$ cat config.mk
export PLATFORM = sky130hd
export DESIGN_NAME = rf_wb_arbiter
export DESIGN_NICKNAME = d
export VERILOG_FILES = /design/src/rtl/otter_pkg.sv /design/src/rtl/rf_wb_fifo.sv /design/src/rtl/rf_wb_arbiter.sv
export SDC_FILE = /design/constraint.sdc
export NUM_CORES = 1
export LEC_CHECK = 0
export ABC_CLOCK_PERIOD_IN_PS = 3600
export BUFFER_PORTS_ARGS = -buffer_cell sky130_fd_sc_hd__clkbuf_2
export CAP_MARGIN = 30
export CORE_MARGIN = 8
export CORE_UTILIZATION = 45
export CTS_CLUSTER_DIAMETER = 50
export CTS_CLUSTER_SIZE = 14
export DETAILED_ROUTE_END_ITERATION = 10
export PLACE_DENSITY = 0.77
export SKIP_LAST_GASP = 1
export SYNTH_ARGS = -nofsm -noshare
export SYNTH_HDL_FRONTEND = slang
export SYNTH_SLANG_ARGS = --single-unit
$ cat constraint.sdc
create_clock -name CLK -period 3.6 [get_ports CLK]
set_input_delay 0.18 -clock CLK [delete_from_list [all_inputs] [get_ports CLK]]
set_output_delay 0.18 -clock CLK [all_outputs]
set_load 0.03 [all_outputs]
$ cat src/rtl/otter_pkg.sv
// Shared register-file write types and widths for the writeback path.
package otter_pkg;

    localparam int XLEN      = 32;
    localparam int RF_ADDR_W = 5;
    // Wide enough to hold an occupancy count up to 7 entries.
    localparam int CNT_W     = 3;

    typedef struct packed {
        logic [RF_ADDR_W-1:0] wa;
        logic [XLEN-1:0]      wd;
    } wb_req_t;

endpackage

$ cat src/rtl/rf_wb_fifo.sv
// Small synchronous FIFO holding multi-cycle results waiting for the RF write port.
// The head entry is visible combinationally so it can be written in the same cycle it is popped.
module rf_wb_fifo
    import otter_pkg::*;
#(
    parameter int DEPTH = 2
) (
    input  logic    clk,
    input  logic    rst_n,
    input  logic    push_i,
    input  wb_req_t push_data_i,
    input  logic    pop_i,
    output wb_req_t head_o,
    output logic    full_o,
    output logic    empty_o
);

    localparam int PTR_W = (DEPTH > 1) ? $clog2(DEPTH) : 1;

    wb_req_t            mem_q [DEPTH];
    logic [PTR_W-1:0]   wr_ptr_q, wr_ptr_d;
    logic [PTR_W-1:0]   rd_ptr_q, rd_ptr_d;
    logic [CNT_W-1:0]   count_q, count_d;
    logic               do_push;
    logic               do_pop;

    function automatic logic [PTR_W-1:0] ptr_inc(input logic [PTR_W-1:0] p);
        return (p == PTR_W'(DEPTH - 1)) ? '0 : p + 1'b1;
    endfunction

    assign full_o  = (count_q == CNT_W'(DEPTH));
    assign empty_o = (count_q == '0);
    assign do_push = push_i && !full_o;
    assign do_pop  = pop_i && !empty_o;
    assign head_o  = mem_q[rd_ptr_q];

    // Next pointer and occupancy values; simultaneous push and pop keep the count.
    always_comb begin
        wr_ptr_d = wr_ptr_q;
        rd_ptr_d = rd_ptr_q;
        count_d  = count_q;
        if (do_push) wr_ptr_d = ptr_inc(wr_ptr_q);
        if (do_pop)  rd_ptr_d = ptr_inc(rd_ptr_q);
        case ({do_push, do_pop})
            2'b10:   count_d = count_q + 1'b1;
            2'b01:   count_d = count_q - 1'b1;
            default: count_d = count_q;
        endcase
    end

    // Pointer and count registers; reset drops every buffered entry.
    always_ff @(posedge clk) begin
        if (!rst_n) begin
            wr_ptr_q <= '0;
            rd_ptr_q <= '0;
            count_q  <= '0;
        end else begin
            wr_ptr_q <= wr_ptr_d;
            rd_ptr_q <= rd_ptr_d;
            count_q  <= count_d;
        end
    end

    // Entry storage; no reset needed because the count gates what is visible.
    always_ff @(posedge clk) begin
        if (do_push) mem_q[wr_ptr_q] <= push_data_i;
    end

endmodule

$ cat src/rtl/rf_wb_arbiter.sv
// Arbitrates the single register-file write port between the pipeline writeback
// (strict priority) and buffered multi-cycle results, and tracks registers whose
// multi-cycle result is still outstanding so decode can detect hazards.
module rf_wb_arbiter
    import otter_pkg::*;
#(
    parameter int DEPTH = 2
) (
    input  logic                 CLK,
    input  logic                 RST_N,
    input  logic                 WB_EN,
    input  logic [RF_ADDR_W-1:0] WB_WA,
    input  logic [XLEN-1:0]      WB_WD,
    input  logic                 MD_VALID,
    input  logic [RF_ADDR_W-1:0] MD_WA,
    input  logic [XLEN-1:0]      MD_WD,
    output logic                 MD_READY,
    input  logic                 ISSUE_EN,
    input  logic [RF_ADDR_W-1:0] ISSUE_RD,
    input  logic [RF_ADDR_W-1:0] CHK_ADR1,
    input  logic [RF_ADDR_W-1:0] CHK_ADR2,
    input  logic [RF_ADDR_W-1:0] CHK_RD,
    output logic                 HAZARD,
    output logic                 RF_EN,
    output logic [RF_ADDR_W-1:0] RF_WA,
    output logic [XLEN-1:0]      RF_WD,
    output logic                 BUSY
);

    wb_req_t           push_data;
    wb_req_t           head;
    logic              fifo_full;
    logic              fifo_empty;
    logic              md_push;
    logic              md_pop;
    logic [XLEN-1:0]   pending_q, pending_d;

    assign push_data = '{wa: MD_WA, wd: MD_WD};
    assign MD_READY  = RST_N && !fifo_full;
    assign md_push   = MD_VALID && MD_READY;
    // The buffer only drains in cycles the pipeline is not writing.
    assign md_pop    = RST_N && !WB_EN && !fifo_empty;

    rf_wb_fifo #(
        .DEPTH (DEPTH)
    ) u_fifo (
        .clk         (CLK),
        .rst_n       (RST_N),
        .push_i      (md_push),
        .push_data_i (push_data),
        .pop_i       (md_pop),
        .head_o      (head),
        .full_o      (fifo_full),
        .empty_o     (fifo_empty)
    );

    // Write-port mux: pipeline first, then buffer head, otherwise idle zeros.
    always_comb begin
        RF_EN = 1'b0;
        RF_WA = '0;
        RF_WD = '0;
        if (RST_N && WB_EN) begin
            RF_EN = 1'b1;
            RF_WA = WB_WA;
            RF_WD = WB_WD;
        end else if (md_pop) begin
            RF_EN = 1'b1;
            RF_WA = head.wa;
            RF_WD = head.wd;
        end
    end

    // Scoreboard update: clear on pop, then a new issue to the same rd wins; x0 never pends.
    always_comb begin
        pending_d = pending_q;
        if (md_pop) pending_d[head.wa] = 1'b0;
        if (ISSUE_EN && (ISSUE_RD != '0)) pending_d[ISSUE_RD] = 1'b1;
        pending_d[0] = 1'b0;
    end

    // Scoreboard register.
    always_ff @(posedge CLK) begin
        if (!RST_N) pending_q <= '0;
        else        pending_q <= pending_d;
    end

    // A register being written back this cycle is no longer a hazard: the RF
    // writes on the falling edge, so decode reads the fresh value.
    always_comb begin
        logic h1, h2, h3;
        h1 = pending_q[CHK_ADR1] && !(md_pop && (head.wa == CHK_ADR1));
        h2 = pending_q[CHK_ADR2] && !(md_pop && (head.wa == CHK_ADR2));
        h3 = pending_q[CHK_RD]   && !(md_pop && (head.wa == CHK_RD));
        HAZARD = RST_N && (h1 || h2 || h3);
    end

    assign BUSY = RST_N && ((|pending_q) || !fifo_empty);

endmodule

# Word level (Yosys, flattened, before mapping)

Memories as Yosys holds them, arrays and structs flattened. A register that Yosys moved wholly into a read port is not among the register bits.
Index checks and enable logic that the tools add are counted.

Flip-flop bits (word level): 37
Bits in writable memories: 74
Input bits: 99
Output and inout bits: 41
Memories kept: 1

$add $sub $neg: 4
$lt $le $gt $ge: 7
Eq/ne operators: 6
Muxes and demuxes: 25
Bitwise operators: 3
Reductions and logical operators: 31

Memory list:

| memory       | depth | width | read ports | clocked after Yosys merged registers in | wr ports | line             | RTL |
|---|---|---|---|---|---|---|---|
| u_fifo.mem_q | 2     | 37    | 1          | 1                                       | 1        | rf_wb_fifo.sv:20 | `wb_req_t mem_q [DEPTH];` |

Operators by type and width:

| operator            | count |
|---|---|
| $mux 32             | 4 |
| $and 32x32->32      | 1 |
| $not 32->32         | 1 |
| $or 32x32->32       | 1 |
| $reduce_or 32->1    | 1 |
| $lt 5x6->1 const B  | 5 |
| $logic_and 1x1->1   | 18 |
| $bmux 1 s5          | 3 |
| $eq 5x5->1          | 3 |
| $mux 1              | 13 |
| $demux 1 s5         | 2 |
| $ge 5x1->1 const B  | 2 |
| $mux 5              | 2 |
| $logic_not 1->1     | 6 |
| $pmux 3 s2          | 1 |
| $reduce_bool 5->1   | 1 |
| $add 3x1->3 const B | 1 |
| $eq 3x2->1 const B  | 1 |
| $logic_not 3->1     | 1 |
| $logic_or 1x1->1    | 3 |
| $sub 3x1->3 const B | 1 |
| $add 1x1->1 const B | 2 |
| $eq 2x1->1 const B  | 1 |
| $eq 2x2->1 const B  | 1 |
| $reduce_bool 2->1   | 1 |

# Depth between registers and ports, before layout

Gate-level depths: netlist of the first run.

Depth after elaboration: 9
Gate-level depth with buffers: 11
Mapped depth without buffers: 9

# Hierarchy

Synthesis of the first run repeated with hierarchy kept, for this count alone.

Cells, all modules: 491
Area, all modules: 5894.4 µm²

Modules (own cells, without submodules):

| module        | times used | cells an instance | area each (µm²) |
|---|---|---|---|
| rf_wb_fifo    | 1          | 149               | 2985.4 |
| rf_wb_arbiter | 1          | 342               | 2909.0 |

# Least setup slack after synthesis of the first run

No wires, ideal clock.

Path type: reg-to-reg
From: reg u_fifo.count_q[0]
To: mem u_fifo.mem_q[0][0] (netlist bit) (enable)
Setup time: 433 ps
Arrival: 2481 ps
Required time: 3167 ps
Setup slack: 687 ps
Cell stages (with the launch flop): 4
Path through: dfxtp_1 -> o31a_1 -> nand2_1 -> nor2_1

Longest elaborated chain between the ends: 7

RTL lines:

| what                         | line                | RTL |
|---|---|---|
| start, declared              | rf_wb_fifo.sv:23    | `logic [CNT_W-1:0] count_q, count_d;` |
| start signal, assigned       | rf_wb_fifo.sv:60    | `count_q <= count_d;` |
| $eq 3x2->1                   | rf_wb_fifo.sv:31    | `assign full_o = (count_q == CNT_W'(DEPTH));` |
| $logic_not 1->1              | rf_wb_arbiter.sv:39 | `assign MD_READY = RST_N && !fifo_full;` |
| $logic_and 1x1->1            | rf_wb_arbiter.sv:39 |  |
| via MD_READY                 | rf_wb_arbiter.sv:17 | `output logic MD_READY,` |
| $logic_and 1x1->1            | rf_wb_arbiter.sv:40 | `assign md_push = MD_VALID && MD_READY;` |
| $logic_and 1x1->1            | rf_wb_fifo.sv:33    | `assign do_push = push_i && !full_o;` |
| $mux 1                       | rf_wb_fifo.sv:66    | `if (do_push) mem_q[wr_ptr_q] <= push_data_i;` |
| $mux 1 (implied by the code) | rf_wb_fifo.sv:66    |  |
| end, declared                | rf_wb_fifo.sv:20    |  |

The timed path passes the listed nets, and every way through them passes these cells.

==> results of run 1 <==
-- critical path, stage by stage, from the launching register on --
cell,delay [ps]
dfxtp_2,460
mux2i_1,830
xnor2_1,130
nor4_1,290
nand3_1,140
o211ai_2,110
o211ai_2,100
clkbuf_2,190
-- logic make-up after synthesis --
family          share of synthesized area (%)
simple gates                             11.8
compound gates                           14.0
flops                                    50.7
mux                                      16.6
buf+inv                                  3.73
xor+xnor                                 2.55
fa+ha+maj                               0.557
-- stage by stage --
| step | std cells | utilization, % | instance area, µm² |
|---|---|---|---|
| after floorplan | 514 | - | 5840 |
| after global placement | 797 | 52.1 | 6600 |
| after detailed placement | 797 | 52.1 | 6600 |
| after CTS | 813 | 54.4 | 6890 |
| after global routing | 813 | 54.4 | 6890 |
| final | 814 | 54.4 | 6890 |
-- state kept, by name (all words and copies together), names as in the netlist, named ones only --
name,count
u_fifo.rd_ptr_q,1
u_fifo.mem_q,74
u_fifo.count_q,3
pending_q,31
u_fifo.wr_ptr_q,1
-- synth_stat cells (all sizes together), types with 4 or more instances --
cell    number
mux2i       46
xnor2       11
nand2b       4
mux4        19
or3          6
edfxtp      74
nand3        7
buf         20
nor2b        9
a21boi      34
clkbuf      13
inv          4
nand2       82
o21ai       70
nor2        13
nor3         5
a21oi        5
nor4        10
and2         5
dfxtp       37
xor2         6
-- final timing paths --
path	slack [ps]	endpoint	cells after the start
setup / recovery	830	HAZARD	7
hold / removal	10	u_fifo.mem_q[1][1]$_DFFE_PP_	1
setup reg to reg	1390	u_fifo.count_q[2]$_SDFFE_PN0P_	9
hold reg to reg	510	flip-flop	2
-- power by group --
group          internal (W)  total, W  switching (W)
Sequential          0.00141   0.00144      0.0000270
Clock              0.000487  0.000952       0.000465
Combinational      0.000205  0.000547       0.000342
-- layer usage --
metal / GRT usage [%] / routed length [µm] / vias up
met3: 5.47 / 1180 / 28
met2: 29.2 / 7040 / 187
met1: 21.3 / 6200 / 2135
li1: - / - / 2164
met5: 0 / 13 / -
met4: 7.79 / 355 / 2
-- layout make-up --
type                            count  share of cell area [%]
Antenna cell                        1                  0.0363
Clock buffer                       10                    3.32
Clock inverter                      6                   0.890
Inverter                            4                   0.218
Multi-Input combinational cell    366                    38.8
Sequential cell                   111                    43.0
Tap cell                          172                    3.12
Timing Repair Buffer              144                    10.6
==> results.cfg, run 1 <==
[critical_path]
path_class = flip-flop to output port
crit_fanout = 11
cp_data_arrival_time_ps = 2590
crit_path_end_kind = output port
rr_startpoint = u_fifo.count_q[1]$_SDFFE_PN0P_
required_ps = 3420
start_kind = flip-flop

[logic_synthesis]
yosysWarnings = 0
synth_cell_types = 56
netlist_top_cells_area = edfxtp_1 38%, dfxtp_1 13%, mux2i_1 7.4%
ys.flop_type = edfxtp_1
synth_top_area_share_pct = 38.0
synth_area_um2 = 5840
syn_area_per_cell_um2 = 11.4
synth_edf_count = 74
yosysSeqAreaShare_pct = 50.7
syn_nets = 615
async_reset_ff_share_pct = 0
synth_cells = 514
ys_seq_elements = 111
yosys.area.top_type = edfxtp_1

[global_routing]
overflow = 0
grt_max_degree = 42
track_usage_pct = 17.8
grt_pass1_wl_um = 23700
grt_pass1_vias = 4865
antenna_found_initial = 1

[clocking]
cts_resized = 0
cts_hold_buf = 0
postCtsSetupBuffers = 0
numClockSinks = 111
cts_tree = yes
clockBufferDepth = 2
clkLatencyLatePin_ps = 350
clockRootBuffer = clkbuf_16
cts.clk_slew.worst_paths_ps = 80
cts_buffers = 9
h-tree-depth = 3

[drt]
drtIter0Drc = 344
vias_per_cell = 5.55
drc = 0
routedWlPerCell_um = 18.2
drt_wl_total_um = 14800
ant_nets = 0
dr.pass1.iters = 5
vias = 4516

[timing]
fin_skew_ps = 13.1
fmax_mhz = 360
worst_pin_slew_ps = 955
holdWs_ps = 14.9
rsz0062_at_grt = no
setup_ws_ps = 826
final_hold_viol_count = 0
tns_ps = 0
timing.final.crit_share_pct = 77.1
slew_violations = 0
relSlewSlack_pct = 34.5
min_period_ps = 2770
setup_viol_count_final = 0

[layout]
final_common_cell = clkbuf_2
finalNetCount = 737
seqCellArea_um2 = 2960
drive_gt1_share_pct = 28.9
multiInputGateArea_um2 = 2670
areaGrowthSynthToFinish_pct = 17.9
final_cell_mix = 139 x clkbuf_2, 82 x nand2_1, 74 x edfxtp_1
fillCellCount = 1095

[die]
io_pins = 140
start_util_pct = 46.1
rows = 41
die-width_um = 130
die_area_um2 = 16900
core_area_um2 = 12700
die_y_um = 130

[job]
maxCapViolCount = 0

[min_path]
min_path_type = primary input to flip-flop
min_from = MD_WD[1]

[placed_design]
pre_cts_ws_ps = 1200
gp_congestion = 0.870
io_buffers = 139
hpwl_um = 11300

[power_and_ir_drop]
vdd_drop_max_uv = 294
power.density_nw_per_um2 = 426
p_leak_nw = 2.56
finalPower_w = 0.00294

[run_status]
outcome = finished, final reports clean
Note: power is estimated with default switching activity, not from simulation.
==> run 2, diff against run 1 <==
- ABC_CLOCK_PERIOD_IN_PS: 3600 -> 2900
- clock period: 3.6 -> 2.9 ns (I/O delays scaled with it)
==> results.cfg, run 2 (synthesized netlist as in run 1, its figures left out) <==
[timing]
min_period_ps = 2590
relSlewSlack_pct = 53.6
setup_viol_count_final = 0
timing.final.crit_share_pct = 89.5
worst_pin_slew_ps = 695
holdWs_ps = 9.24
final_hold_viol_count = 0
setup_ws_ps = 305
slew_violations = 0
tns_ps = 0
fmax_mhz = 385
rsz0062_at_grt = no
fin_skew_ps = 10.4

[drt]
vias_per_cell = 5.65
drt_wl_total_um = 15900
vias = 4796
drc = 0
dr.pass1.iters = 5
drtIter0Drc = 447
routedWlPerCell_um = 18.7
ant_nets = 0

[layout]
largest_reg_flops = 74
largest_register = u_fifo.mem_q
finalNetCount = 772
final_common_cell = clkbuf_2
final_cells = 849
final_cell_mix = 139 x clkbuf_2, 82 x nand2_1, 74 x edfxtp_1
drive_gt1_share_pct = 28.1
areaGrowthSynthToFinish_pct = 24.2
post-route-util_pct = 57.3
top_regs = u_fifo.mem_q: 74 flops, pending_q: 31 flops, u_fifo.count_q: 3 flops

[critical_path]
cp_cell_sequence = buf_4, mux2i_1, buf_4, xor2_1, nand4_1, o31ai_1, o211ai_2, clkbuf_2
rr_startpoint = u_fifo.count_q[1]$_SDFFE_PN0P_
worstRegToRegCells = 9
crit_path_end_kind = output port
r2r-end = u_fifo.count_q[2]$_SDFFE_PN0P_
max_stage_delay_ps = 430
cp_top_family = buffers and inverters
crit_fanout = 15
cp_data_arrival_time_ps = 2450
regToRegSetupSlack_ps = 620
cp-endpoint = HAZARD
required_ps = 2760
cp_num_cells = 8
cp.buffers_inverters = 3
path_class = flip-flop to output port
cp_common_cell = buf_4
slowest_stage = dfxtp_2
start_kind = flip-flop

[clocking]
clockBufferDepth = 2
postCtsSetupBuffers = 0
clkLatencyLatePin_ps = 340
h-tree-depth = 3
cts_buffers = 9
numClockSinks = 111
cts_tree = yes
clockRootBuffer = clkbuf_16
cts.clk_slew.worst_paths_ps = 80

[run_status]
outcome = finished, final reports clean

[die]
die-width_um = 130
die_area_um2 = 16900
start_util_pct = 46.1
io_pins = 140
die_y_um = 130
core_area_um2 = 12700
rows = 41

[global_routing]
overflow = 0
track_usage_pct = 18.7
grt_pass1_vias = 5006
grt_pass1_wl_um = 24800
grt_max_degree = 44
antenna_found_initial = 0

[min_path]
whs_path_depth = 1
min_path_type = primary input to flip-flop

[placed_design]
io_buffers = 139
gp_congestion = 0.885
hpwl_um = 11500
dp_cells = 802
pre_cts_ws_ps = 648

[power_and_ir_drop]
vdd_drop_max_uv = 384
p_leak_nw = 2.72
power.density_nw_per_um2 = 520

[job]
maxCapViolCount = 0
-- run 2: cell count changes in the layout (fill, tap and decap cells not counted) --
cell,previous run,this run
clkinv_4,1,0
clkinvlp_2,0,1
clkinv_1,0,1
buf_4,5,10
bufinv_16,0,1
clkinvlp_4,1,0
dlygate4sd3_1,0,30
clkbuf_1,1,0
clkinv_8,1,2
inv_6,2,1
-- run 2: per-stage QoR --
stage | instance area [µm²] | power (W)
2_1_floorplan | 5840 | 0.00229
3_3_place_gp | 6640 | 0.00249
3_5_place_dp | 6640 | 0.00251
4_1_cts | 7240 | 0.00379
5_1_grt | 7250 | 0.00392
6_report | 7250 | 0.00377
-- run 2: where the power goes --
group / leakage [nW] / switching [W] / internal (W) / total [W]
sequential: 0.979 / 0.0000321 / 0.00175 / 0.00178
clock: 0.151 / 0.000568 / 0.000689 / 0.00126
combinational: 1.59 / 0.000447 / 0.000287 / 0.000735
-- run 2: repair_timing --
action | in CTS | in global routing
hold buffers | 29 | 1
gates resized for setup | 0 | 0
endpoints found under the hold margin | 57 | 2
-- run 2: worst min path at each step --
| stage | from | end | slack (ps) |
|---|---|---|---|
| after floorplan | MD_WD[0] | u_fifo.mem_q[0][0]$_DFFE_PP_ | 240 |
| after global placement | MD_WD[17] | u_fifo.mem_q[1][17]$_DFFE_PP_ | 330 |
| after detailed placement | MD_WD[29] | u_fifo.mem_q[0][29]$_DFFE_PP_ | 340 |
| after CTS | MD_WD[20] | u_fifo.mem_q[0][20]$_DFFE_PP_ | 0.2 |
| after global routing | MD_WD[11] | u_fifo.mem_q[0][11]$_DFFE_PP_ | 0.1 |
| final | MD_WD[11] | u_fifo.mem_q[0][11]$_DFFE_PP_ | 9 |
-- run 2: layer usage --
metal / share of wire (%) / GRT usage [%] / wire length, µm
met1: 39 / 22.1 / 6250
met2: 50 / 31.7 / 7880
met3: 7.6 / 4.16 / 1210
met4: 3.5 / 8.81 / 558
met5: 0 / 0 / 0
-- run 2: cell type report --
| type | count | area (µm²) |
|---|---|---|
| multi-input cells | 366 | 2670 |
| inverters | 4 | 15.0 |
| clock inverters | 7 | 91.3 |
| diodes | 1 | 2.50 |
| clock buffers | 9 | 225 |
| flip-flops and latches | 111 | 2960 |
| fillers | 1053 | 5420 |
| repair buffers | 179 | 1070 |
| well taps | 172 | 215 |
==> run 3, diff against run 2 <==
- ABC_CLOCK_PERIOD_IN_PS: 2900 -> 2950
- CAP_MARGIN: 30 -> not set
- clock period: 2.9 -> 2.95 ns (I/O delays scaled with it)
==> results.cfg, run 3 (synthesized netlist as in run 1, its figures left out) <==
[global_routing]
track_usage_pct = 18.5
grt_pass1_vias = 4942
grt_max_degree = 44
grt_pass1_wl_um = 24800
overflow = 0
antenna_found_initial = 0

[timing]
fmax_mhz = 389
slew_violations = 0
rsz0062_at_grt = no
min_period_ps = 2570
tns_ps = 0
setup_viol_count_final = 0
relSlewSlack_pct = 46.9
worst_pin_slew_ps = 795
holdWs_ps = 10.4
fin_skew_ps = 11.8
final_hold_viol_count = 0
timing.final.crit_share_pct = 87.2

[drt]
vias = 4835
drtIter0Drc = 409
routedWlPerCell_um = 18.5
drc = 0
drt_wl_total_um = 15700
dr.pass1.iters = 5
vias_per_cell = 5.68
ant_nets = 0

[power_and_ir_drop]
finalPower_w = 0.00372
vdd_drop_max_uv = 387
p_leak_nw = 2.74
power.density_nw_per_um2 = 509

[clocking]
cts_tree = yes
clockBufferDepth = 2
cts.clk_slew.worst_paths_ps = 70
h-tree-depth = 3
clockRootBuffer = clkbuf_16
cts_resized = 0
cts_buffers = 9
clkLatencyLatePin_ps = 340
numClockSinks = 111

[layout]
multiInputGateArea_um2 = 2670
finalNetCount = 775
areaGrowthSynthToFinish_pct = 25.1
largest_reg_flops = 74
final_cell_mix = 139 x clkbuf_2, 82 x nand2_1, 74 x edfxtp_1
top_regs = u_fifo.mem_q: 74 flops, pending_q: 31 flops, u_fifo.count_q: 3 flops
seqCellArea_um2 = 2960
diodes = 0
final_common_cell = clkbuf_2
largest_register = u_fifo.mem_q
final_cells = 851
drive_gt1_share_pct = 28.0
final_cell_area_um2 = 7310
fillCellCount = 1059

[placed_design]
place_area_um2 = 6650
dp_cells = 801
io_buffers = 139
gp_congestion = 0.838
hpwl_um = 11500

[min_path]
whs_path_depth = 1
min_path_type = primary input to flip-flop

[die]
start_util_pct = 46.1
rows = 41
die-width_um = 130
io_pins = 140
core_area_um2 = 12700
die_area_um2 = 16900
die_y_um = 130

[run_status]
outcome = finished, final reports clean

[critical_path]
start_kind = flip-flop
cp_data_arrival_time_ps = 2430
required_ps = 2800
crit_path_end_kind = output port
worstRegToRegCells = 9
path_class = flip-flop to output port
crit_fanout = 8

[job]
maxCapViolCount = 0
run 3: cell count changes in the layout (fill, tap and decap cells not counted), sizes merged:
| cell | before | now |
|---|---|---|
| dlygate4sd3 | 30 | 34 |
| buf | 10 | 9 |
| clkinv | 3 | 2 |
| clkinvlp | 1 | 2 |
| diode | 1 | 0 |
run 3: metal layers:
metal	up-vias	track usage (%)	share of wire, %	routed length (µm)
met5	-	0	0	0
met1	2317	22.3	40	6260
met3	36	5.34	9.1	1430
met4	0	5.81	2.1	335
li1	2236	-	-	-
met2	246	31.3	49	7670
run 3: critical path, stage by stage, from the launching register on:
cell and delay [ps]:
dfxtp_2 480, mux2i_1 630, xnor2_1 170, nor4_1 300
nand3_1 130, o211ai_2 90, o211ai_2 100, clkbuf_2 190
run 3: where the power goes:
part / leakage (nW) / internal, W / switching (W)
registers: 0.979 / 0.00172 / 0.0000347
clock network: 0.147 / 0.000676 / 0.000569
logic: 1.61 / 0.000289 / 0.000434
total: 2.74 / 0.00269 / 0.00104
run 3: timing repair:
action	in CTS	in global routing
setup buffers	0	0
endpoints found under the hold margin	59	3
hold buffers	32	2
run 3: through the flow:
stage          setup slack [ps]  utilization, %
6_report                    377            57.7
2_1_floorplan              36.7               -
4_1_cts                     371            57.5
3_3_place_gp                870            52.5
5_1_grt                     229            57.7
3_5_place_dp                701            52.5
run 3: layout make-up:
cell class / instances / share of cell area [%]
clock buffers: 9 / 3.08
clock inverters: 7 / 1.23
inverters: 4 / 0.205
multi-input cells: 366 / 36.5
flip-flops and latches: 111 / 40.6
well taps: 172 / 2.94
repair buffers: 182 / 15.4
run 3: path summary, 6_finish.rpt:
path | startpoint | end | slack [ps]
max | flip-flop | HAZARD | 380
min | MD_WA[2] | u_fifo.mem_q[1][34]$_DFFE_PP_ | 10
max reg2reg | u_fifo.count_q[1]$_SDFFE_PN0P_ | u_fifo.count_q[2]$_SDFFE_PN0P_ | 710
min reg2reg | u_fifo.rd_ptr_q$_SDFFE_PN0P_ | flip-flop | 520
